File: src/rtl/uart_fifo_param.sv
// Parametrised synchronous FIFO for the UART TX/RX byte paths.
// Arbitrary depth, programmable almost-full/almost-empty thresholds, sticky error flags, show-ahead read.
module uart_fifo_param #(
    parameter int WIDTH        = 8,
    parameter int DEPTH        = 16,
    parameter int AFULL_LEVEL  = DEPTH - 2,
    parameter int AEMPTY_LEVEL = 1,
    localparam int PTR_W       = $clog2(DEPTH),
    localparam int CNT_W       = $clog2(DEPTH + 1)
) (
    input  logic             clk,
    input  logic             rstnn,
    input  logic             clear,
    input  logic             clear_flags,
    input  logic             push,
    input  logic [WIDTH-1:0] wdata,
    input  logic             pop,
    output logic [WIDTH-1:0] rdata,
    output logic [CNT_W-1:0] count,
    output logic             full,
    output logic             empty,
    output logic             almost_full,
    output logic             almost_empty,
    output logic             overflow,
    output logic             underflow
);

    localparam logic [PTR_W-1:0] LAST_PTR   = PTR_W'(DEPTH - 1);
    localparam logic [CNT_W-1:0] DEPTH_CNT  = CNT_W'(DEPTH);
    localparam logic [CNT_W-1:0] AFULL_CNT  = CNT_W'(AFULL_LEVEL);
    localparam logic [CNT_W-1:0] AEMPTY_CNT = CNT_W'(AEMPTY_LEVEL);

    logic [WIDTH-1:0] mem_q [DEPTH];
    logic [PTR_W-1:0] wptr_q, wptr_d;
    logic [PTR_W-1:0] rptr_q, rptr_d;
    logic [CNT_W-1:0] count_q, count_d;
    logic             ovf_q, ovf_d;
    logic             unf_q, unf_d;
    logic             push_acc;
    logic             pop_acc;

    // Explicit wrap compare so non-power-of-2 depths roll over at DEPTH-1.
    function automatic logic [PTR_W-1:0] ptr_inc(input logic [PTR_W-1:0] p);
        return (p == LAST_PTR) ? '0 : p + 1'b1;
    endfunction

    assign push_acc = !clear && push && (!full || pop);
    assign pop_acc  = !clear && pop && !empty;

    always_comb begin
        wptr_d  = wptr_q;
        rptr_d  = rptr_q;
        count_d = count_q;
        ovf_d   = ovf_q;
        unf_d   = unf_q;
        if (clear) begin
            wptr_d  = '0;
            rptr_d  = '0;
            count_d = '0;
            ovf_d   = 1'b0;
            unf_d   = 1'b0;
        end else begin
            if (push_acc) wptr_d = ptr_inc(wptr_q);
            if (pop_acc)  rptr_d = ptr_inc(rptr_q);
            case ({push_acc, pop_acc})
                2'b10:   count_d = count_q + 1'b1;
                2'b01:   count_d = count_q - 1'b1;
                default: count_d = count_q;
            endcase
            // A new event outranks a coincident clear_flags.
            ovf_d = (push && full && !pop) || (ovf_q && !clear_flags);
            unf_d = (pop && empty) || (unf_q && !clear_flags);
        end
    end

    always_ff @(posedge clk) begin
        if (!rstnn) begin
            wptr_q  <= '0;
            rptr_q  <= '0;
            count_q <= '0;
            ovf_q   <= 1'b0;
            unf_q   <= 1'b0;
        end else begin
            wptr_q  <= wptr_d;
            rptr_q  <= rptr_d;
            count_q <= count_d;
            ovf_q   <= ovf_d;
            unf_q   <= unf_d;
        end
    end

    always_ff @(posedge clk) begin
        if (rstnn && push_acc) mem_q[wptr_q] <= wdata;
    end

    assign rdata        = mem_q[rptr_q];
    assign count        = count_q;
    assign full         = (count_q == DEPTH_CNT);
    assign empty        = (count_q == '0);
    assign almost_full  = (count_q >= AFULL_CNT);
    assign almost_empty = (count_q <= AEMPTY_CNT);
    assign overflow     = ovf_q;
    assign underflow    = unf_q;

endmodule

File: config.mk
export PLATFORM = sky130hd
export DESIGN_NAME = uart_fifo_param
export DESIGN_NICKNAME = d
export VERILOG_FILES = /design/src/rtl/uart_fifo_param.sv
export SDC_FILE = /design/constraint.sdc
export NUM_CORES = 1
export LEC_CHECK = 0
export CORE_MARGIN = 2
export CORE_UTILIZATION = 55
export DETAILED_ROUTE_END_ITERATION = 12
export PLACE_DENSITY = 0.79
export SLEW_MARGIN = 20
export SYNTH_ARGS = -nofsm -noshare
export SYNTH_HDL_FRONTEND = slang
export SYNTH_SLANG_ARGS = --single-unit
export TNS_END_PERCENT = 50
File: constraint.sdc
create_clock -name clk -period 5.9 [get_ports clk]
set_input_delay 1.18 -clock clk [delete_from_list [all_inputs] [get_ports clk]]
set_output_delay 1.18 -clock clk [all_outputs]
set_load 0.01 [all_outputs]
==> flow_summary.yaml <==
synth:
  synth_area_leaders: "edfxtp_1 65%, mux4_2 12%, dfxtp_1 6.4%"
  synth_fp_nets: 352
  ys_seq_area_share_pct: 71.1
  async_reset_ff_share_pct: 0
  syn_area_um2: 5940
  netlist.area_leader.share_pct: 64.7
  synth_cell_types: 41
  ys_warn_count: 0
  syn_avg_cell_area_um2: 18.2
  syn_inst: 327
  yosysTopAreaCell: "edfxtp_1"
  ys_seq_elements: 147
  ys.flop_type: "edfxtp_1"
  synth_edf_count: 128
routing:
  drt-pass1-iter-count: 6
  ant_nets: 0
  vias_per_cell: 6.13
  wl_per_cell_um: 23.0
  drc: 0
  vias: 3177
  wirelength_um: 11900
  dr.first_iter.drc_count: 295
clocking:
  cts-root-buf: "clkbuf_8"
  clk_pin_slew_ps: 60
  post_cts_buffers: 0
  cts_buffers: 17
  cts_max_level: 4
  clock_sinks: 147
  cts_hold_buffers: 0
  cts_resized: 0
  cts.path.max_buffers: 2
  clk_latency_ps: 510
  cts_tree: "done"
hold_path:
  holdPathStages: 2
  hold_start: "overflow"
  hp-class: "flop to flop"
  holdPathEnd: "overflow"
setup_path:
  critPathMaxStageDelay_ps: 1020
  critical_path.max_fanout: 22
  cp.arrival_ps: 3090
  cp_num_buf_inv: 2
  r2r-end: "count[3]"
  crit_family: "flip-flops"
  worstReg2RegStart: "count[1]"
  worstPathRequired_ps: 4720
  cp-start-kind: "flop"
  path_cells: "buf_4 -> mux4_2 -> a22oi_1 -> nand2_1 -> clkdlybuf4s50_1"
  ff2ff_path_depth: 10
  critPathKind: "flop to output port"
  cp_slowest_cell: "dfxtp_1"
  end_kind: "output port"
  r2r_setup_slack_ps: 3120
placement:
  numPortBuffers: 32
  post-dp-hpwl_um: 7290
  post-place-ws_ps: 2140
  gp_congestion: 0.781
power_and_ir_drop:
  power_per_cell_area_nw_per_um2: 313
  vdd_drop_max_mv: 0.182
  totalPowerFinal_mw: 2.18
  power.leakage_nw: 2.20
layout:
  fillers: 684
  utilization_pct: 66.8
  antenna_cells: 0
  nets: 394
  multi_input_area_um2: 1620
  area_growth_pct: 17.2
  seq_area_um2: 4230
  drive_gt1_share_pct: 20.4
grt:
  grt.total_usage_pct: 22.5
  grt_max_degree: 26
  antenna_found_initial: 0
  grt_overflow: 0
  grt_pass1_vias: 3332
  grt_pass1_wl_um: 18500
die:
  core_um2: 10400
  die_x_um: 108
  num_rows: 37
  die_height_um: 108
  io_pins: 33
  die-area_um2: 11600
  start_util_pct: 57.0
timing:
  report.final.setup_viol: 0
  slew_violations: 0
  worstMarginPinSlew_ps: 1060
  fmax_mhz: 234
  hold_viol: 0
  period_needed_ps: 4270
  rsz0062_at_grt: "no"
  finalCritPeriodShare_pct: 72.3
  skew_ps: 7.00
  worst_slack_ps: 1630
  max_slew_margin_pct: 29.0
  tns_ps: 0
run:
  max_cap_viol_count: 0
status:
  status: "finished, final reports clean"
## synth_stat cells, drive strengths merged, types with 3 or more instances
cell / number
xor2: 3
buf: 12
nor2: 10
a22oi: 16
nor2b: 3
and2: 9
nand2: 17
inv: 6
ha: 11
xnor2: 3
o21ai: 3
clkbuf: 5
nand4b: 3
nor4: 11
mux4: 32
nand2b: 3
a21oi: 13
dfxtp: 19
edfxtp: 128
## power by group
part           internal (mW)  switching, mW  leakage [nW]
Combinational         0.0315         0.0389         0.624
Clock                  0.576          0.394         0.269
Sequential              1.13        0.00447          1.31
Total                   1.74          0.437          2.20
## kinds of logic (layout without fill, tap and decap cells)
logic type	after synthesis	count (layout)	share of synthesized area (%)
flops	147	147	71.1
simple gates	67	67	6.72
compound gates	38	38	4.43
mux	34	34	12.5
buf+inv	24	79	2.02
fa+ha+maj	11	11	2.32
xor+xnor	6	6	0.885
## worst reg2reg max path, delay by kind of cell, from the launching register on
family                     cells  cell delay, ps
buffers and inverters          1             160
DFF                            1             370
xor gates and xnor gates       1             130
adders and majority gates      2             510
and+or+nand+nor                4             870
AOI/OAI and AO/OA              2             600
## final cells by class
type / instances / area share (%)
Sequential cell: 147 / 60.7
Clock inverter: 7 / 0.647
Multi-Input combinational cell: 156 / 23.2
Tap cell: 136 / 2.44
Timing Repair Buffer: 40 / 5.46
Clock buffer: 25 / 7.12
Inverter: 7 / 0.377
## through the flow
stage / std cells / hold slack [ps] / area [um2]
after global placement: 486 / 465 / 6420
after floorplan: 327 / 463 / 5940
after global routing: 518 / 526 / 6960
after detailed placement: 486 / 490 / 6420
final: 518 / 490 / 6960
after CTS: 518 / 502 / 6960
## sequential cells by signal, summed over array words and instances (netlist names), named ones only
| name | cells |
|---|---|
| mem_q | 128 |
| count | 5 |
| rptr_q | 4 |
| wptr_q | 4 |
| overflow | 1 |
| underflow | 1 |
## placed cells by master, fill, tap and decap left out, types with 6 or more instances in the layout
cell	netlist	layout
edfxtp_1	128	128
nor4_1	11	7
dfxtp_1	19	18
a21oi_1	13	13
buf_4	1	8
nand2_1	16	16
ha_1	11	11
clkbuf_16	0	17
a22oi_1	16	16
mux4_2	32	32
inv_1	6	6
and2_1	9	9
nor2_1	10	10
clkdlybuf4s50_1	0	32
## how the worst max path moves through the flow
stage / start / endpoint / depth (start not counted)
after CTS: flop / rdata[0] / 5
final: flop / rdata[0] / 5
after detailed placement: clear / mem_q[4][1] / 4
after global routing: flop / rdata[2] / 5
after floorplan: pop / count[3] / 9
after global placement: flop / rdata[2] / 5
## layer usage
layer	global-route usage, %	up-vias	wire length, um
li1	-	1398	-
met1	28.7	1632	4810
met2	37.0	127	6130
met3	5.99	20	713
met4	8.61	0	238
met5	0	-	0
(Power assumes the default switching activity.)
